`src/rtl/multicycle_control_fsm_if.sv`:
```
// Control bundle between the multicycle MIPS main controller and its datapath.
//
// master : controller side (multicycle_control_fsm) - reads opcode/zero, drives controls
// slave  : datapath side - drives opcode/zero, reads controls
//
// Signals:
//   opcode      instruction register bits [31:26]
//   zero        ALU zero flag
//   pc_write    PC load enable
//   i_or_d      memory address select (0 = PC, 1 = ALUOut)
//   mem_write   memory write enable
//   ir_write    instruction register load enable
//   reg_dst     write register select (0 = rt, 1 = rd)
//   mem_to_reg  write-back data select (0 = ALUOut, 1 = MDR)
//   reg_write   register file write enable
//   alu_src_a   ALU A select (0 = PC, 1 = A register)
//   alu_src_b   ALU B select (00 B, 01 4, 10 sext imm, 11 sext imm << 2)
//   alu_op      00 add, 01 subtract, 10 decode funct
//   pc_source   00 ALU result, 01 ALUOut, 10 jump target
//   instr_done  high on the last cycle of each instruction
//   illegal_op  high in the ILLEGAL state
//   state       current state encoding (debug)
interface multicycle_control_fsm_if;
  logic [5:0] opcode;
  logic       zero;
  logic       pc_write;
  logic       i_or_d;
  logic       mem_write;
  logic       ir_write;
  logic       reg_dst;
  logic       mem_to_reg;
  logic       reg_write;
  logic       alu_src_a;
  logic [1:0] alu_src_b;
  logic [1:0] alu_op;
  logic [1:0] pc_source;
  logic       instr_done;
  logic       illegal_op;
  logic [3:0] state;

  modport master (
    input  opcode, zero,
    output pc_write, i_or_d, mem_write, ir_write, reg_dst, mem_to_reg, reg_write,
           alu_src_a, alu_src_b, alu_op, pc_source, instr_done, illegal_op, state
  );

  modport slave (
    output opcode, zero,
    input  pc_write, i_or_d, mem_write, ir_write, reg_dst, mem_to_reg, reg_write,
           alu_src_a, alu_src_b, alu_op, pc_source, instr_done, illegal_op, state
  );
endinterface

```
`src/rtl/multicycle_control_fsm.sv`:
```
// Main control FSM of the multicycle MIPS datapath. Steps each instruction through
// fetch / decode / execute / memory / write-back and drives every datapath select and
// write enable.
//
// Ports:
//   clk     system clock, rising edge
//   reset   synchronous, active-high; forces every output to 0 while high
//   bus_io  multicycle_control_fsm_if.master (opcode, zero in; controls, state out)
//
// Build option:
//   CTRL_BNE_EN  when defined, opcode 000101 (bne) dispatches to BRANCH and branches
//                on ~zero; when undefined, bne is treated as an illegal opcode.
module multicycle_control_fsm (
  input logic                        clk,
  input logic                        reset,
  multicycle_control_fsm_if.master   bus_io
);

  typedef enum logic [3:0] {
    StFetch    = 4'd0,
    StDecode   = 4'd1,
    StMemAddr  = 4'd2,
    StMemRead  = 4'd3,
    StMemWb    = 4'd4,
    StMemWrite = 4'd5,
    StRExec    = 4'd6,
    StRWb      = 4'd7,
    StBranch   = 4'd8,
    StAddiExec = 4'd9,
    StAddiWb   = 4'd10,
    StJump     = 4'd11,
    StIllegal  = 4'd12
  } state_e;

  typedef struct packed {
    logic       pc_write;
    logic       i_or_d;
    logic       mem_write;
    logic       ir_write;
    logic       reg_dst;
    logic       mem_to_reg;
    logic       reg_write;
    logic       alu_src_a;
    logic [1:0] alu_src_b;
    logic [1:0] alu_op;
    logic [1:0] pc_source;
    logic       instr_done;
    logic       illegal_op;
  } ctrl_t;

  localparam logic [5:0] OpRType = 6'b000000;
  localparam logic [5:0] OpLw    = 6'b100011;
  localparam logic [5:0] OpSw    = 6'b101011;
  localparam logic [5:0] OpBeq   = 6'b000100;
  localparam logic [5:0] OpAddi  = 6'b001000;
  localparam logic [5:0] OpJ     = 6'b000010;
`ifdef CTRL_BNE_EN
  localparam logic [5:0] OpBne   = 6'b000101;
`endif

  // Moore control word for a state. BRANCH pc_write is left 0 here; it is resolved
  // combinationally from zero at the output.
  function automatic ctrl_t decode_ctrl(state_e st);
    ctrl_t c;
    c = '0;
    case (st)
      StFetch: begin
        c.ir_write  = 1'b1;
        c.alu_src_b = 2'b01;
        c.pc_write  = 1'b1;
      end
      StDecode:   c.alu_src_b = 2'b11;
      StMemAddr: begin
        c.alu_src_a = 1'b1;
        c.alu_src_b = 2'b10;
      end
      StMemRead:  c.i_or_d = 1'b1;
      StMemWb: begin
        c.mem_to_reg = 1'b1;
        c.reg_write  = 1'b1;
        c.instr_done = 1'b1;
      end
      StMemWrite: begin
        c.i_or_d     = 1'b1;
        c.mem_write  = 1'b1;
        c.instr_done = 1'b1;
      end
      StRExec: begin
        c.alu_src_a = 1'b1;
        c.alu_op    = 2'b10;
      end
      StRWb: begin
        c.reg_dst    = 1'b1;
        c.reg_write  = 1'b1;
        c.instr_done = 1'b1;
      end
      StBranch: begin
        c.alu_src_a  = 1'b1;
        c.alu_op     = 2'b01;
        c.pc_source  = 2'b01;
        c.instr_done = 1'b1;
      end
      StAddiExec: begin
        c.alu_src_a = 1'b1;
        c.alu_src_b = 2'b10;
      end
      StAddiWb: begin
        c.reg_write  = 1'b1;
        c.instr_done = 1'b1;
      end
      StJump: begin
        c.pc_source  = 2'b10;
        c.pc_write   = 1'b1;
        c.instr_done = 1'b1;
      end
      StIllegal: begin
        c.illegal_op = 1'b1;
        c.instr_done = 1'b1;
      end
      default: c = '0;
    endcase
    return c;
  endfunction

  state_e state_q, state_d;
  ctrl_t  ctrl_q, ctrl_d;
  ctrl_t  ctrl_out;
  logic   branch_pc_write;

  always_comb begin
    state_d = StFetch;
    case (state_q)
      StFetch:    state_d = StDecode;
      StDecode: begin
        case (bus_io.opcode)
          OpRType:    state_d = StRExec;
          OpLw, OpSw: state_d = StMemAddr;
          OpBeq:      state_d = StBranch;
`ifdef CTRL_BNE_EN
          OpBne:      state_d = StBranch;
`endif
          OpAddi:     state_d = StAddiExec;
          OpJ:        state_d = StJump;
          default:    state_d = StIllegal;
        endcase
      end
      StMemAddr:  state_d = (bus_io.opcode == OpLw) ? StMemRead : StMemWrite;
      StMemRead:  state_d = StMemWb;
      StRExec:    state_d = StRWb;
      StAddiExec: state_d = StAddiWb;
      default:    state_d = StFetch;
    endcase
    // Outputs are registered alongside the state so they line up with state_q.
    ctrl_d = decode_ctrl(state_d);
  end

  always_ff @(posedge clk) begin
    if (reset) begin
      state_q <= StFetch;
      ctrl_q  <= decode_ctrl(StFetch);
    end else begin
      state_q <= state_d;
      ctrl_q  <= ctrl_d;
    end
  end

  always_comb begin
`ifdef CTRL_BNE_EN
    branch_pc_write = (bus_io.opcode == OpBne) ? ~bus_io.zero : bus_io.zero;
`else
    branch_pc_write = bus_io.zero;
`endif
    ctrl_out = ctrl_q;
    if (state_q == StBranch) begin
      ctrl_out.pc_write = branch_pc_write;
    end
    // Reset silences everything immediately, including the cycle before the state
    // register has been reloaded.
    if (reset) begin
      ctrl_out = '0;
    end
  end

  assign bus_io.pc_write   = ctrl_out.pc_write;
  assign bus_io.i_or_d     = ctrl_out.i_or_d;
  assign bus_io.mem_write  = ctrl_out.mem_write;
  assign bus_io.ir_write   = ctrl_out.ir_write;
  assign bus_io.reg_dst    = ctrl_out.reg_dst;
  assign bus_io.mem_to_reg = ctrl_out.mem_to_reg;
  assign bus_io.reg_write  = ctrl_out.reg_write;
  assign bus_io.alu_src_a  = ctrl_out.alu_src_a;
  assign bus_io.alu_src_b  = ctrl_out.alu_src_b;
  assign bus_io.alu_op     = ctrl_out.alu_op;
  assign bus_io.pc_source  = ctrl_out.pc_source;
  assign bus_io.instr_done = ctrl_out.instr_done;
  assign bus_io.illegal_op = ctrl_out.illegal_op;
  assign bus_io.state      = reset ? 4'd0 : state_q;

endmodule
```
`src/flat_wrapper.sv`:
```
// flat-port wrapper written by rule: the top's interface ports become plain ports
module multicycle_control_fsm_flat 
  (clk, reset, bus_io_opcode, bus_io_zero, bus_io_pc_write, bus_io_i_or_d, bus_io_mem_write, bus_io_ir_write, bus_io_reg_dst, bus_io_mem_to_reg, bus_io_reg_write, bus_io_alu_src_a, bus_io_alu_src_b, bus_io_alu_op, bus_io_pc_source, bus_io_instr_done, bus_io_illegal_op, bus_io_state);
  multicycle_control_fsm_if bus_io_i ();
  input logic clk;
  input logic reset;
  input wire logic [$bits(bus_io_i.opcode)-1:0] bus_io_opcode;
  input wire logic [$bits(bus_io_i.zero)-1:0] bus_io_zero;
  output wire logic [$bits(bus_io_i.pc_write)-1:0] bus_io_pc_write;
  output wire logic [$bits(bus_io_i.i_or_d)-1:0] bus_io_i_or_d;
  output wire logic [$bits(bus_io_i.mem_write)-1:0] bus_io_mem_write;
  output wire logic [$bits(bus_io_i.ir_write)-1:0] bus_io_ir_write;
  output wire logic [$bits(bus_io_i.reg_dst)-1:0] bus_io_reg_dst;
  output wire logic [$bits(bus_io_i.mem_to_reg)-1:0] bus_io_mem_to_reg;
  output wire logic [$bits(bus_io_i.reg_write)-1:0] bus_io_reg_write;
  output wire logic [$bits(bus_io_i.alu_src_a)-1:0] bus_io_alu_src_a;
  output wire logic [$bits(bus_io_i.alu_src_b)-1:0] bus_io_alu_src_b;
  output wire logic [$bits(bus_io_i.alu_op)-1:0] bus_io_alu_op;
  output wire logic [$bits(bus_io_i.pc_source)-1:0] bus_io_pc_source;
  output wire logic [$bits(bus_io_i.instr_done)-1:0] bus_io_instr_done;
  output wire logic [$bits(bus_io_i.illegal_op)-1:0] bus_io_illegal_op;
  output wire logic [$bits(bus_io_i.state)-1:0] bus_io_state;
  assign bus_io_i.opcode = bus_io_opcode;
  assign bus_io_i.zero = bus_io_zero;
  assign bus_io_pc_write = bus_io_i.pc_write;
  assign bus_io_i_or_d = bus_io_i.i_or_d;
  assign bus_io_mem_write = bus_io_i.mem_write;
  assign bus_io_ir_write = bus_io_i.ir_write;
  assign bus_io_reg_dst = bus_io_i.reg_dst;
  assign bus_io_mem_to_reg = bus_io_i.mem_to_reg;
  assign bus_io_reg_write = bus_io_i.reg_write;
  assign bus_io_alu_src_a = bus_io_i.alu_src_a;
  assign bus_io_alu_src_b = bus_io_i.alu_src_b;
  assign bus_io_alu_op = bus_io_i.alu_op;
  assign bus_io_pc_source = bus_io_i.pc_source;
  assign bus_io_instr_done = bus_io_i.instr_done;
  assign bus_io_illegal_op = bus_io_i.illegal_op;
  assign bus_io_state = bus_io_i.state;
  multicycle_control_fsm u_core (.clk(clk), .reset(reset), .bus_io(bus_io_i));
endmodule
```
`config.mk`:
```
export PLATFORM = sky130hd
export DESIGN_NAME = multicycle_control_fsm_flat
export DESIGN_NICKNAME = d
export VERILOG_FILES = /design/src/rtl/multicycle_control_fsm_if.sv /design/src/rtl/multicycle_control_fsm.sv /design/src/flat_wrapper.sv
export SDC_FILE = /design/constraint.sdc
export NUM_CORES = 1
export LEC_CHECK = 0
export ABC_CLOCK_PERIOD_IN_PS = 3900
export BUFFER_PORTS_ARGS = -buffer_cell sky130_fd_sc_hd__buf_2
export CELL_PAD_IN_SITES_DETAIL_PLACEMENT = 0
export CELL_PAD_IN_SITES_GLOBAL_PLACEMENT = 1
export CORE_ASPECT_RATIO = 0.7
export CORE_MARGIN = 2
export CORE_UTILIZATION = 40
export DETAILED_ROUTE_END_ITERATION = 16
export GPL_TIMING_DRIVEN = 0
export PLACE_DENSITY_LB_ADDON = 0.1
export SLEW_MARGIN = 20
export SYNTH_ARGS = -nofsm -noshare
export SYNTH_HDL_FRONTEND = slang
export SYNTH_SLANG_ARGS = --single-unit
```
`constraint.sdc`:
```
create_clock -name clk -period 3.9 [get_ports clk]
set_input_delay 0.195 -clock clk [delete_from_list [all_inputs] [get_ports clk]]
set_output_delay 0.195 -clock clk [all_outputs]
set_load 0.01 [all_outputs]
```
======== Word-level counts from Yosys, hierarchy flattened ========
Index checks and enable logic that the tools add are counted.
storage, ports and cells
  register bits ........................... 20
  bits of input ports ..................... 9
  output and inout bits ................... 20
  logic and storage cells ................. 66
operators by class
  eq/ne operators ......................... 23
  mux-type cells .......................... 19
  reductions and logical operators ........ 10
operators by type and width
  kind                number
  $eq 4x4->1 const B  7
  $pmux 4 s6          1
  $eq 4x3->1 const B  5
  $pmux 4 s5          1
  $eq 4x2->1 const B  4
  $mux 16             1
  $eq 6x6->1 const B  2
  $mux 1              11
  $eq 4x1->1 const B  2
  $logic_not 4->1     2
  $pmux 2 s2          2
  $reduce_or 2->1     4
  $reduce_or 7->1     1
  $eq 6x2->1 const B  1
  $eq 6x3->1 const B  1
  $eq 6x4->1 const B  1
  $logic_not 6->1     1
  $pmux 2 s3          1
  $mux 4              1
  $reduce_or 4->1     1
  $mux 3              1
  $reduce_or 3->1     1

======== Logic depth before layout (Yosys ltp) ========
  depth after elaboration ................. 7
  mapped depth ............................ 6
  mapped depth without buffers ............ 5

======== Worst setup path after synthesis ========
OpenSTA, ideal clock, no wires.
  kind .................................... register -> register
  start ................................... register u_core.state_q[0]
  end ..................................... register u_core.ctrl_q[3] (netlist bit)
  setup time .............................. 0.092 ns
  data arrival time ....................... 1.792 ns
  required time ........................... 3.808 ns
  setup slack ............................. 2.016 ns
  cell stages (with the launch flop) ...... 7
  path buffers ............................ 1
  period minus slack after synthesis ...... 1.884 ns
  path through ............................ dfxtp_1 > or4b_4 > nor4_1 > or4_1 > buf_6 > nand3_2 > nor4_1
between the ends
  word-level cells in the longest chain between the ends .. 4
  elaborated cells on any way between the ends .. 10
  those cells by class .................... 7 x eq/ne; 2 x mux; 1 x reduce/logical
ends and longest elaborated chain
  item                                      line                           text
  start, declared                           multicycle_control_fsm.sv:125  state_e state_q, state_d;
  start signal, assigned                    multicycle_control_fsm.sv:159  state_q <= StFetch;
  start signal, assigned                    multicycle_control_fsm.sv:162  state_q <= state_d;
  $eq 4x4->1, or another cell as far along  multicycle_control_fsm.sv:132  case (state_q)
  $pmux 4 s6 *                              multicycle_control_fsm.sv:132
  $eq 4x4->1                                multicycle_control_fsm.sv:66   case (st)
  $pmux 2 s2 *                              multicycle_control_fsm.sv:66
  end signal, assigned                      multicycle_control_fsm.sv:160  ctrl_q <= decode_ctrl(StFetch);
  end signal, assigned                      multicycle_control_fsm.sv:163  ctrl_q <= ctrl_d;
  end, declared                             multicycle_control_fsm.sv:126  ctrl_t ctrl_q, ctrl_d;
Every way passes the cells marked *; elsewhere a longest branch is shown, timed or not.
A chain may end at the register's enable or synchronous reset.

======== Worst setup path in the final report ========
Ends and elaborated chain as after synthesis.

==> impl_metrics.ini <==
[routing]
ant_nets = 0
dr.pass1.iters = 4
route.detailed.drc = 0
wl_per_cell_um = 13.61
wl_um = 2559
vias = 1016
drtIter0Drc = 18
vias_per_cell = 5.404

[cells_and_area]
nNetsFinal = 164
nFillCells = 257
fin_cells = 188
final_layout_size_suffix_gt1_share_pct = 32.47
area_delta_synth_final_pct = 20.92
antenna_cells = 0
final_cell_area_um2 = 1345
fin_util_pct = 52.70

[placement]
place_area_um2 = 1290
globalplace.congestion = 0.8941
dpl.cell_count = 184
place_ws_ns = 1.695
io_buffers = 27
place_hpwl_um = 1988

[timing]
clock.fmax_mhz = 436.8
relSlewSlack_pct = 41.95
rsz0062_at_grt = false
fin_crit_sh_pct = 58.70
hold_viol_final = 0
slew_violations = 0
min_period_ns = 2.289
skew_ns = 0.002793
worst_slack_ns = 1.611
tightest_slew_ns = 0.8635
fin_setup_tns_ns = 0
finalSetupViolCount = 0
holdWs_ns = 0.4154

[yosys]
ys_ff_latch = 20
netlist_instances = 123
synth_top_area_share_pct = 36.00
yosysWarningCount = 0
synthTopCellsByArea = dfxtp_1, nor2b_1, nor2_1, o41ai_2, nor4_1
synth_edf_count = 0
syn_area_um2 = 1112
yosysSeqAreaShare_pct = 36.00
synthArstFlopShare_pct = 0
synthFlopType = dfxtp_1
synth_top_area_cell = dfxtp_1
syn_area_per_cell_um2 = 9.043
synth_cell_types = 41
syn_nets = 132

[clock_network]
clkSinkCount = 20
path_clk_slew_ns = 0.07
clock_path_buffers = 2
post-cts-setup-buffer-count = 0
h-tree-depth = 1
root_buffer = clkbuf_8
clk_latency_ns = 0.26
cts_tree = done
ctsResizeCount = 0
postCtsHoldBufs = 0
numCtsBuffers = 3

[worst_setup_path]
crit_path_end_kind = flip-flop
cp_slowest_stage_delay_ns = 0.54
r2r_cells = 6
cp.required_ns = 4.05
crit_arrival_ns = 2.44
cp_cell_sequence = or4b_4 -> nor4_1 -> or4_1 -> buf_6 -> nand3_2 -> nor4_1
crit_path_start_kind = flip-flop
slowest_stage = or4b_4
path_class = flip-flop to flip-flop
cp_common_cell = nor4_1
worst-path-max-fanout = 8
r2r_setup_slack_ns = 1.61

[floorplan]
die_w_um = 67.03
initial_core_util_pct = 43.58
ios = 29
fp.dieArea_um2 = 3225
row_count = 15
coreArea_um2 = 2552
die_height_um = 48.12

[power]
ir_drop_mv = 0.2166
power_frac_seq_pct = 43.9
clkPwrFrac_pct = 28.7
sw_frac_of_total_pct = 30.67
combPwrFrac_pct = 27.4
p_total_mw = 0.5346
power_leakage_nw = 0.5483
p_per_area_nw_per_um2 = 397.5
switchingPower_mw = 0.1640
internal_power_mw = 0.3707

[global_route]
grt_pass1_wl_um = 3988
grt_antenna_before_repair = 0
grt_max_degree = 12
track_usage_pct = 16.88
gr-total-overflow = 0
grt_pass1_vias = 837

[status]
status = completed

[hold_path]
hold_class = input port to flip-flop
holdPathStages = 2

[flow_run]
drv_cap = 0
[critical path: cells and delay by family, from the launching register on]
family,cells,cell delay [ns]
flops,1,0.49
simple gates,5,1.56
buf+inv,1,0.13
[layer usage]
layer | up-vias | part of all wire (%) | track usage, %
met5 | - | 0 | 0
met4 | 0 | 0 | 1.224
met3 | 0 | 5.5 | 4.619
met2 | 22 | 43 | 26.93
met1 | 485 | 52 | 24.15
li1 | 509 | - | -
[state kept, by name, summed over array words and instances, names as in the netlist]
signal and cells:
u_core.ctrl_q 16, u_core.state_q 4
[worst paths after layout]
kind | startpoint | end
worst max register to register | u_core.state_q[0] | u_core.ctrl_q[3]
worst min register to register | u_core.state_q[1] | u_core.ctrl_q[9]
worst max-delay path | u_core.state_q[0] | u_core.ctrl_q[3]
worst min-delay path | reset | u_core.state_q[3]
[area by class of cell]
cell class | instances | area [µm²] | area share [%]
plain buffers | 5 | 26.28 | 1.953
clock buffers | 4 | 55.05 | 4.093
inverters | 2 | 7.507 | 0.5581
multi-input cells | 96 | 678.2 | 50.42
flip-flops and latches | 20 | 400.4 | 29.77
well taps | 34 | 42.54 | 3.163
repair buffers | 27 | 135.1 | 10.05
[kinds of logic (layout without fill, tap and decap cells)]
family,Yosys count,count (layout),share of synthesized area (%)
buffers and inverters,7,38,3.037
AND/OR/NAND/NOR,74,74,43.64
flip-flops,20,20,36.00
XOR/XNOR,2,2,1.575
multiplexers,2,2,1.800
AO/OA/AOI/OAI,18,18,13.95
[Yosys cell counts, types with 3 or more instances]
library cell	count
nand2_1	6
dfxtp_1	20
nand3_1	3
nor4_1	5
a21oi_1	6
nor2b_1	18
and4_1	3
clkbuf_1	4
nor2_1	12
[cell usage in the layout (no fill, tap or decap), types with 2 or more instances in the layout]
master     netlist  routed
nand3_1          3       3
a21o_1           2       2
inv_1            2       2
or4_1            2       2
mux2i_1          2       2
nand2_1          6       6
nor3_1           2       2
a21oi_1          6       6
clkbuf_8         0       4
nor4_1           5       5
nor2_1          12      12
nor3_2           2       2
o2bb2ai_1        2       2
or2_2            2       2
buf_2            0      27
clkbuf_1         4       4
nor4_2           2       2
nor2b_1         18      18
o41ai_2          2       2
nor2_2           2       2
xnor2_1          2       2
nor4b_1          2       2
dfxtp_1         20      20
nand2b_1         2       2
and4_1           3       3
[power by group through the flow]
stage / clock network (mW) / logic [mW] / registers, mW
after floorplan: 0 / 0.105 / 0.236
after global placement: 0 / 0.144 / 0.238
after detailed placement: 0 / 0.145 / 0.239
after CTS: 0.155 / 0.146 / 0.235
after global routing: 0.165 / 0.161 / 0.237
final: 0.154 / 0.146 / 0.234
(Power assumes the default switching activity.)
